`src/rtl/hw_pwm_detect_pkg.sv`:
```
// hwdet_pkg: shared FSM state type, counter limits and synchronizer depth check
package hwdet_pkg;
  typedef enum logic [1:0] {ST_IDLE, ST_HIGH, ST_LOW} state_t;
  localparam int SYNC_MIN = 2;
  localparam int SYNC_MAX = 4;
  function automatic logic [63:0] cnt_max(input int w);
    return (64'd1 << w) - 64'd1;
  endfunction
  function automatic bit sync_ok(input int n);
    return n >= SYNC_MIN && n <= SYNC_MAX;
  endfunction
endpackage

```
`src/rtl/hw_pwm_detect_if.sv`:
```
// hw_pwm_detect_if: PWM input, enable and published measurement bundle
interface hw_pwm_detect_if #(parameter int CNT_WIDTH = 32);
  logic                 enable;
  logic                 pwm_in;
  logic [CNT_WIDTH-1:0] high_count;
  logic [CNT_WIDTH-1:0] low_count;
  logic [CNT_WIDTH:0]   period;
  logic                 meas_valid;
  logic                 stuck;
  logic                 stuck_level;
  modport master (
    output enable, pwm_in,
    input  high_count, low_count, period, meas_valid, stuck, stuck_level
  );
  modport slave (
    input  enable, pwm_in,
    output high_count, low_count, period, meas_valid, stuck, stuck_level
  );
endinterface

```
`src/rtl/hw_pwm_detect_sync.sv`:
```
// pwm_in_sync: multi-flop synchronizer for pwm_in with registered level and edge strobes
module pwm_in_sync #(
  parameter int STAGES = 2
) (
  input  logic sysclk,
  input  logic sysreset_n,
  input  logic pwm_i,
  output logic sync_o,
  output logic rise_o,
  output logic fall_o
);
  logic [STAGES-1:0] sync_q;
  logic              prev_q, rise_q, fall_q;
  // shift pwm_in through the chain; prev_q holds the last synchronized level so rise/fall line up with it
  always_ff @(posedge sysclk or negedge sysreset_n) begin
    if (!sysreset_n) begin
      sync_q <= '0;
      prev_q <= 1'b0;
      rise_q <= 1'b0;
      fall_q <= 1'b0;
    end else begin
      sync_q <= {sync_q[STAGES-2:0], pwm_i};
      prev_q <= sync_q[STAGES-1];
      rise_q <= sync_q[STAGES-1] & ~prev_q;
      fall_q <= ~sync_q[STAGES-1] & prev_q;
    end
  end
  assign sync_o = prev_q;
  assign rise_o = rise_q;
  assign fall_o = fall_q;
endmodule

```
`src/rtl/hw_pwm_detect.sv`:
```
// hw_pwm_detect: measures PWM high/low time per full period and flags a stuck line
module hw_pwm_detect
  import hwdet_pkg::*;
#(
  parameter int CNT_WIDTH      = 32,
  parameter int SYNC_STAGES    = 2,
  parameter int TIMEOUT_CYCLES = 2**24
) (
  input logic           sysclk,
  input logic           sysreset_n,
  hw_pwm_detect_if.slave bus
);
  localparam logic [CNT_WIDTH-1:0] CNT_MAX = CNT_WIDTH'(cnt_max(CNT_WIDTH));
  localparam logic [CNT_WIDTH-1:0] TMO     = CNT_WIDTH'(TIMEOUT_CYCLES);
  localparam logic [CNT_WIDTH-1:0] ONE     = CNT_WIDTH'(1);
  if (!sync_ok(SYNC_STAGES)) begin : g_bad_sync
    $error("hw_pwm_detect: SYNC_STAGES must be within 2..4");
  end
  logic                 sync, rise, fall;
  state_t               state_q;
  logic [CNT_WIDTH-1:0] cnt_q, cnt_d, hi_pend_q, high_q, low_q;
  logic [CNT_WIDTH:0]   period_q, period_d;
  logic                 meas_valid_q, stuck_q, stuck_level_q;
  pwm_in_sync #(.STAGES(SYNC_STAGES)) u_sync (
    .sysclk     (sysclk),
    .sysreset_n (sysreset_n),
    .pwm_i      (bus.pwm_in),
    .sync_o     (sync),
    .rise_o     (rise),
    .fall_o     (fall)
  );
  assign cnt_d    = (rise | fall) ? ONE : (cnt_q == CNT_MAX ? cnt_q : cnt_q + ONE);
  assign period_d = {1'b0, hi_pend_q} + {1'b0, cnt_q};
  // level counter, period FSM, capture and stuck detection; an edge beats a timeout in the same cycle
  always_ff @(posedge sysclk or negedge sysreset_n) begin
    if (!sysreset_n) begin
      state_q       <= ST_IDLE;
      cnt_q         <= '0;
      hi_pend_q     <= '0;
      high_q        <= '0;
      low_q         <= '0;
      period_q      <= '0;
      meas_valid_q  <= 1'b0;
      stuck_q       <= 1'b0;
      stuck_level_q <= 1'b0;
    end else if (!bus.enable) begin
      state_q       <= ST_IDLE;
      cnt_q         <= '0;
      meas_valid_q  <= 1'b0;
      stuck_q       <= 1'b0;
      stuck_level_q <= 1'b0;
    end else begin
      cnt_q        <= cnt_d;
      meas_valid_q <= 1'b0;
      if (rise) begin
        stuck_q       <= 1'b0;
        stuck_level_q <= 1'b0;
        state_q       <= ST_HIGH;
        if (state_q == ST_LOW) begin
          high_q       <= hi_pend_q;
          low_q        <= cnt_q;
          period_q     <= period_d;
          meas_valid_q <= 1'b1;
        end
      end else if (fall) begin
        stuck_level_q <= 1'b0;
        if (state_q == ST_HIGH) begin
          hi_pend_q <= cnt_q;
          state_q   <= ST_LOW;
        end
      end else if (cnt_q == TMO) begin
        stuck_q       <= 1'b1;
        stuck_level_q <= sync;
        state_q       <= ST_IDLE;
      end
    end
  end
  assign bus.high_count  = high_q;
  assign bus.low_count   = low_q;
  assign bus.period      = period_q;
  assign bus.meas_valid  = meas_valid_q;
  assign bus.stuck       = stuck_q;
  assign bus.stuck_level = stuck_level_q;
endmodule

```
`src/flat_wrapper.sv`:
```
// flat-port wrapper written by rule: the top's interface ports become plain ports
module hw_pwm_detect_flat import hwdet_pkg::*;
#(
  parameter int CNT_WIDTH      = 32,
  parameter int SYNC_STAGES    = 2,
  parameter int TIMEOUT_CYCLES = 2**24
)
  (sysclk, sysreset_n, bus_enable, bus_pwm_in, bus_high_count, bus_low_count, bus_period, bus_meas_valid, bus_stuck, bus_stuck_level);
  hw_pwm_detect_if #(.CNT_WIDTH(CNT_WIDTH)) bus_i ();
  input logic sysclk;
  input logic sysreset_n;
  input wire logic [$bits(bus_i.enable)-1:0] bus_enable;
  input wire logic [$bits(bus_i.pwm_in)-1:0] bus_pwm_in;
  output wire logic [$bits(bus_i.high_count)-1:0] bus_high_count;
  output wire logic [$bits(bus_i.low_count)-1:0] bus_low_count;
  output wire logic [$bits(bus_i.period)-1:0] bus_period;
  output wire logic [$bits(bus_i.meas_valid)-1:0] bus_meas_valid;
  output wire logic [$bits(bus_i.stuck)-1:0] bus_stuck;
  output wire logic [$bits(bus_i.stuck_level)-1:0] bus_stuck_level;
  assign bus_i.enable = bus_enable;
  assign bus_i.pwm_in = bus_pwm_in;
  assign bus_high_count = bus_i.high_count;
  assign bus_low_count = bus_i.low_count;
  assign bus_period = bus_i.period;
  assign bus_meas_valid = bus_i.meas_valid;
  assign bus_stuck = bus_i.stuck;
  assign bus_stuck_level = bus_i.stuck_level;
  hw_pwm_detect #(.CNT_WIDTH(CNT_WIDTH), .SYNC_STAGES(SYNC_STAGES), .TIMEOUT_CYCLES(TIMEOUT_CYCLES)) u_core (.sysclk(sysclk), .sysreset_n(sysreset_n), .bus(bus_i));
endmodule
```
`config.mk`:
```
export PLATFORM = sky130hd
export DESIGN_NAME = hw_pwm_detect_flat
export DESIGN_NICKNAME = d
export VERILOG_FILES = /design/src/rtl/hw_pwm_detect_pkg.sv /design/src/rtl/hw_pwm_detect_if.sv /design/src/rtl/hw_pwm_detect_sync.sv /design/src/rtl/hw_pwm_detect.sv /design/src/flat_wrapper.sv
export SDC_FILE = /design/constraint.sdc
export NUM_CORES = 1
export LEC_CHECK = 0
export CAP_MARGIN = 20
export CORE_MARGIN = 2
export CORE_UTILIZATION = 56
export DETAILED_ROUTE_END_ITERATION = 8
export PLACE_DENSITY = 0.78
export SYNTH_ARGS = -nofsm -noshare
export SYNTH_HDL_FRONTEND = slang
export SYNTH_SLANG_ARGS = --single-unit
```
`constraint.sdc`:
```
create_clock -name sysclk -period 2.6 [get_ports sysclk]
set_input_delay 0.26 -clock sysclk [delete_from_list [all_inputs] [get_ports sysclk]]
set_output_delay 0.26 -clock sysclk [all_outputs]
set_load 0.005 [all_outputs]
```
==> results.sh, run 1 <==
export IMPL_status="completed"
export IMPL_synth_area_leaders="dfrtp_1 (50%), nand2_1 (12%), ha_1 (4.9%)"
export IMPL_drt_iter0_markers=612
export IMPL_first_global_vias=7219
export IMPL_fin_ws_ps=66.3
export IMPL_nets=1132
export IMPL_grt_antenna_before_repair=0
export IMPL_fin_util_pct=73.5
export IMPL_place_gp_congestion=0.929
export IMPL_critPathCaptureType="flip-flop"
export IMPL_cts_tree="built"
export IMPL_setup_viol=0
export IMPL_ys_flop_type="dfrtp_1"
export IMPL_die_area_um2=16400
export IMPL_port_buffer_count=103
export IMPL_area_growth_pct=28.8
export IMPL_viasPerCell=5.78
export IMPL_met3_usage_pct=4.88
export IMPL_grt_overflow_total=0
export IMPL_route_detailed_drc=0
export IMPL_rsz0062_at_grt="yes"
export IMPL_yosysSeqAreaShare_pct=49.7
export IMPL_fp_coreArea_um2=15100
export IMPL_critPathKind="flip-flop to flip-flop"
export IMPL_synth_distinct_cells=63
export IMPL_numCtsBuffers=17
export IMPL_leakage_nw=5.26
export IMPL_syn_area_um2=8610
export IMPL_fin_area_um2=11100
export IMPL_netlist_instances=934
export IMPL_slew_headroom_pct=63.3
export IMPL_synth_top_cells_by_count="nand2_1 (266), dfrtp_1 (171), o21ai_0 (69), nor2_1 (45), a21oi_1 (43)"
export IMPL_max_freq_mhz=395
export IMPL_pwr_density_cell_nw_per_um2=488
export IMPL_layout_drive_gt1_share_pct=15.7
export IMPL_die_w_um=128
export IMPL_hold_viol=0
export IMPL_postSynthAreaPerCell_um2=9.22
export IMPL_placement_cell_area_um2=10300
export IMPL_grt_busiest_layer="met2"
export IMPL_clk_latency_ps=430
export IMPL_synth_edf_count=0
export IMPL_n_antenna_cell=0
export IMPL_cp_max_fo=4
export IMPL_clockBufferDepth=2
export IMPL_finalCritPeriodShare_pct=97.5
export IMPL_required_ps=2960
export IMPL_nFillCells=1134
export IMPL_rr_endpoint="u_core.bus.period[28]"
export IMPL_async_flop_share_pct=100
export IMPL_grtUsageMet1_pct=42.1
export IMPL_drv_cap=0
export IMPL_grt_use_met2_pct=43.6
export IMPL_final_antenna_net_count=0
export IMPL_peakVddDrop_mv=0.437
export IMPL_ys_seq_elements=171
export IMPL_dp_slack_ps=-20.6
export IMPL_r2r_start="u_core.hi_pend_q[0]"
export IMPL_fin_skew_ps=8.03
export IMPL_rr_worst_depth=10
export IMPL_finalMaxSlewViolations=0
export IMPL_ctsHtreeMaxLevel=4
export IMPL_dr_pass1_iters=5
export IMPL_yosysMostFrequentCell="nand2_1"
export IMPL_die_h_um=128
export IMPL_startpoint="u_core.hi_pend_q[0]"
export IMPL_whs_path_depth=1
export IMPL_grt_pass1_wl_mm=36.9
export IMPL_synth_warnings=0
export IMPL_vias=7477
export IMPL_grtUsageTotal_pct=28.7
export IMPL_cts_sinks=171
export IMPL_fin_crit_ps=2530
export IMPL_rrSetupSlack_ps=70
export IMPL_wl_per_cell_um=17.5
export IMPL_yosys_area_top_type="dfrtp_1"
export IMPL_worst_setup_path_start_kind="flip-flop"
export IMPL_yosys_area_top_type_share_pct=49.7
export IMPL_final_setup_tns_ps=0
export IMPL_endpoint="u_core.bus.period[28]"
export IMPL_fp_row_count=45
export IMPL_cts_root_buffer="clkbuf_16"
export IMPL_routed_wl_mm=22.7
export IMPL_start_util_pct=57.0
export IMPL_grt_max_degree=78
export IMPL_io_pins=104
export IMPL_syn_num_nets=973
export IMPL_dp_final_hpwl_mm=16.2
export IMPL_hp_class="primary input to flip-flop"
export IMPL_hold_ws_ps=278
export IMPL_path_clk_slew_ps=60
export IMPL_worstPathArrival_ps=2900
export IMPL_worst_pin_slew_ps=551
## worst min-delay path by stage
stage                from                        to  slack, ps
6_report       bus_pwm_in   u_core.u_sync.sync_q[0]        280
5_1_grt        bus_pwm_in   u_core.u_sync.sync_q[0]        280
4_1_cts        bus_pwm_in   u_core.u_sync.sync_q[0]        270
3_5_place_dp   sysreset_n   u_core.bus.low_count[3]        270
3_3_place_gp   sysreset_n   u_core.bus.low_count[3]        270
2_1_floorplan  sysreset_n  u_core.bus.high_count[0]        -40
## timing repair
action | CTS | global route
endpoints found under the hold margin | 56 | 0
pin swaps | 2 | 19
buffers inserted | 2 | 7
endpoints found under the setup margin | 4 | 18
hold buffers | 1 | 0
resized for setup | 4 | 23
## area by class of cell
class                           instances  area [um^2]  share of cell area, %
Clock buffer                           21          470                   4.24
Timing Repair Buffer                  189         1720                   15.5
Multi-Input combinational cell        699         4210                   37.9
Tap cell                              188          235                   2.12
Clock inverter                         10          115                   1.04
Sequential cell                       171         4280                   38.6
Inverter                               15         56.3                  0.508
## logic make-up after synthesis
kind of cell	after synthesis	share of synthesized area, %
flip-flops	171	49.7
AO/OA/AOI/OAI	175	12.5
multiplexers	30	3.91
adder cells (fa/ha/maj)	35	5.18
XOR/XNOR	39	3.97
buffers and inverters	64	2.91
AND/OR/NAND/NOR	420	21.8
## per-stage QoR
stage	power, mW	cells
2_1_floorplan	2.79	934
3_3_place_gp	2.90	1252
3_5_place_dp	2.91	1252
4_1_cts	5.42	1286
5_1_grt	5.56	1293
6_report	5.40	1293
## critical path, stage by stage, from the launching register on
cell,delay (ps)
dfrtp_1,400
ha_4,160
fa_2,210
a21o_1,170
a221oi_2,80
buf_4,160
or3_4,340
a211oi_4,330
a21oi_4,120
or4_1,400
nand3_1,90
## report_power, final
| part | internal [mW] | leakage, nW | switching, mW |
|---|---|---|---|
| clock network | 1.49 | 0.282 | 1.05 |
| registers | 2.68 | 2.37 | 0.0177 |
| logic | 0.0649 | 2.60 | 0.108 |
## cell usage in the layout (no fill, tap or decap), types with 4 or more instances in the layout
master           instances
a21o_1                  10
a21oi_1                 38
a21oi_2                  5
a31oi_1                  7
and3_1                   7
and4_1                   5
buf_4                   81
clkbuf_16               17
clkdlybuf4s50_1        102
dfrtp_1                170
ha_1                    27
ha_4                     5
inv_1                   14
mux2_2                  29
nand2_1                266
nand2b_1                 5
nand3_1                 15
nand4_1                 21
nor2_1                  44
nor2b_1                  7
nor3_1                  10
nor4_1                   9
o211ai_1                 5
o21a_1                   5
o21ai_0                 65
o21ai_1                  4
o31ai_1                  5
or3_1                    9
xnor2_1                 19
xor2_1                  20
## per-layer routing
layer,up-vias,wire length [um]
met3,45,1240
met1,3635,10700
met4,0,485
li1,3549,-
met5,-,0
met2,248,10300
## registers in the layout, summed over array words and instances, names as in the netlist
name	flops
u_core.cnt_q	32
u_core.u_sync.sync_q	2
u_core.bus.meas_valid	1
u_core.u_sync.sync_o	1
u_core.bus.stuck	1
u_core.state_q	2
u_core.bus.stuck_level	1
u_core.hi_pend_q	32
u_core.bus.period	33
u_core.u_sync.rise_o	1
u_core.bus.high_count	32
u_core.bus.low_count	32
u_core.u_sync.fall_o	1
Note: power is estimated with default switching activity, not from simulation.
==> inputs of run 2 (changes only) <==
Settings changed: CELL_PAD_IN_SITES_DETAIL_PLACEMENT from default to 0, CELL_PAD_IN_SITES_GLOBAL_PLACEMENT from default to 2, CORE_UTILIZATION 56 to 35, CTS_BUF_LIST from default to sky130_fd_sc_hd__clkbuf_16.
==> run 2 against run 1 <==
  * Combinational power up 3%
  * Power is 1.3% lower
  * Final cell count increased by 10%
  * Die area is 58% higher
  * Wire length is 6.5% higher
  * Count of clock-buffer cells in the layout is 4 lower
  * Global-route usage is 9.7 points lower
  * Clock power is 3% lower
  * First-iteration DRC count fell by 31%
  * Core utilization is 27 points lower
  * Critical endpoint is now u_core.bus.period[10]
  * Sequential share of layout area decreased by 0.48 points
==> results.sh, run 2 (same netlist as run 1, synthesis figures left out) <==
export IMPL_fin_crit_ps=2540
export IMPL_fp_row_count=57
export IMPL_slew_headroom_pct=57.4
export IMPL_routed_wl_mm=24.2
export IMPL_grt_antenna_before_repair=0
export IMPL_worst_setup_path_start_kind="flip-flop"
export IMPL_wl_per_cell_um=16.9
export IMPL_path_clk_slew_ps=70
export IMPL_n_antenna_cell=0
export IMPL_cts_tree="built"
export IMPL_cp_max_fo=3
export IMPL_die_w_um=161
export IMPL_rsz0062_at_grt="yes"
export IMPL_area_growth_pct=30.4
export IMPL_viasPerCell=5.02
export IMPL_die_h_um=161
export IMPL_status="completed"
export IMPL_clockBufferDepth=2
export IMPL_ctsHtreeMaxLevel=4
export IMPL_first_global_vias=6969
export IMPL_whs_path_depth=1
export IMPL_critPathCaptureType="flip-flop"
export IMPL_hold_viol=0
export IMPL_pwr_density_cell_nw_per_um2=475
export IMPL_final_common_cell="nand2_1"
export IMPL_final_antenna_net_count=0
export IMPL_port_buffer_count=103
export IMPL_layout_drive_gt1_share_pct=15.3
export IMPL_route_detailed_drc=0
export IMPL_die_area_um2=25900
export IMPL_drt_iter0_markers=422
export IMPL_io_pins=104
export IMPL_critPathKind="flip-flop to flip-flop"
export IMPL_max_freq_mhz=393
export IMPL_worstPathArrival_ps=2840
export IMPL_grt_pass1_wl_mm=38.8
export IMPL_finalPower_mw=5.33
export IMPL_clk_latency_ps=440
export IMPL_largest_reg_flops=33
export IMPL_grt_max_degree=58
export IMPL_layout_common_cells="nand2_1 (266), dfrtp_1 (170), clkdlybuf4s50_1 (102), buf_4 (79), o21ai_0 (68)"
export IMPL_placement_cell_area_um2=10500
export IMPL_final_setup_tns_ps=0
export IMPL_finalMaxSlewViolations=0
export IMPL_rr_worst_depth=10
export IMPL_dr_pass1_iters=5
export IMPL_fp_coreArea_um2=24200
export IMPL_nets=1129
export IMPL_peakVddDrop_mv=0.339
export IMPL_cts_root_buffer="clkbuf_16"
export IMPL_vias=7168
export IMPL_hp_class="primary input to flip-flop"
export IMPL_place_gp_congestion=0.851
export IMPL_leakage_nw=5.27
export IMPL_finalCritPeriodShare_pct=97.8
export IMPL_required_ps=2900
export IMPL_setup_viol=0
export IMPL_worst_pin_slew_ps=638
export IMPL_drv_cap=0
export IMPL_cts_sinks=171
export IMPL_dp_final_hpwl_mm=17.4
export IMPL_grt_overflow_total=0
export IMPL_fin_skew_ps=18.1
export IMPL_grtUsageTotal_pct=19.0
export IMPL_start_util_pct=35.5
export IMPL_numCtsBuffers=17
export IMPL_fin_area_um2=11200
## run 2: cell types whose count changed in the layout (fill, tap and decap cells not counted), moves of 2 or more
cell / previous run / this run
clkbuf_8: 3 / 0
o21ai_0: 65 / 68
buf_4: 81 / 79
inv_1: 14 / 16
inv_6: 2 / 4
o21ai_1: 4 / 2
## run 2: repair_timing
action / in CTS / in global routing
endpoints found under the hold margin: 50 / 0
gates cloned: 0 / 0
pin swaps: 1 / 10
buffers inserted: 0 / 4
hold buffers: 1 / 0
setup endpoints to repair: 8 / 21
gates resized for setup: 2 / 20
## run 2: report_power, final
part / switching (mW) / internal [mW] / leakage (nW)
combinational: 0.111 / 0.0658 / 2.62
clock: 1.14 / 1.32 / 0.269
sequential: 0.0149 / 2.68 / 2.37
total: 1.27 / 4.06 / 5.27
## run 2: layout make-up
class	instances	area (um^2)
fill	2381	13000
clock inverter	15	126
clock buffer	17	425
multi-input combinational	699	4240
inverter	15	56.3
sequential	171	4280
tap	324	405
timing repair buffer	186	1700
## run 2: worst max-delay path, cell delays in order (launching register included)
cell	delay, ps
dfrtp_1	390
ha_2	200
fa_2	370
a21o_1	210
a221oi_4	390
buf_4	180
o21ai_0	100
a21o_1	190
a21oi_2	140
xor2_1	150
o21ai_0	80
## run 2: path summary, 6_finish.rpt
| check | endpoint | startpoint | slack, ps |
|---|---|---|---|
| setup / recovery | u_core.bus.period[10] | u_core.cnt_q[0] | 60 |
| hold / removal | u_core.u_sync.sync_q[0] | bus_pwm_in | 250 |
| setup reg to reg | u_core.bus.period[10] | u_core.cnt_q[0] | 60 |
| hold reg to reg | u_core.u_sync.sync_q[1] | u_core.u_sync.sync_q[0] | 370 |
| max in group asynchronous | u_core.hi_pend_q[18] | sysreset_n | 1500 |
| min in group asynchronous | u_core.bus.period[1] | sysreset_n | 370 |
## run 2: stage by stage
stage	cells	setup WS, ps	hold slack, ps	util, %
finish	1427	56.2	255	46.3
global placement	1390	-72.0	283	43.2
CTS	1423	-32.8	247	45.6
global route	1427	-39.7	275	46.3
floorplan	934	158	-35.6	-
detailed placement	1390	-97.2	284	43.2
## run 2: per-layer routing
metal  GRT usage, %  vias up  part of all wire, %
li1               -     3539                    -
met5              0        -                    0
met4           5.64        0                  1.4
met2           28.6      133                   45
met1           28.4     3473                   51
met3           2.51       23                  3.0
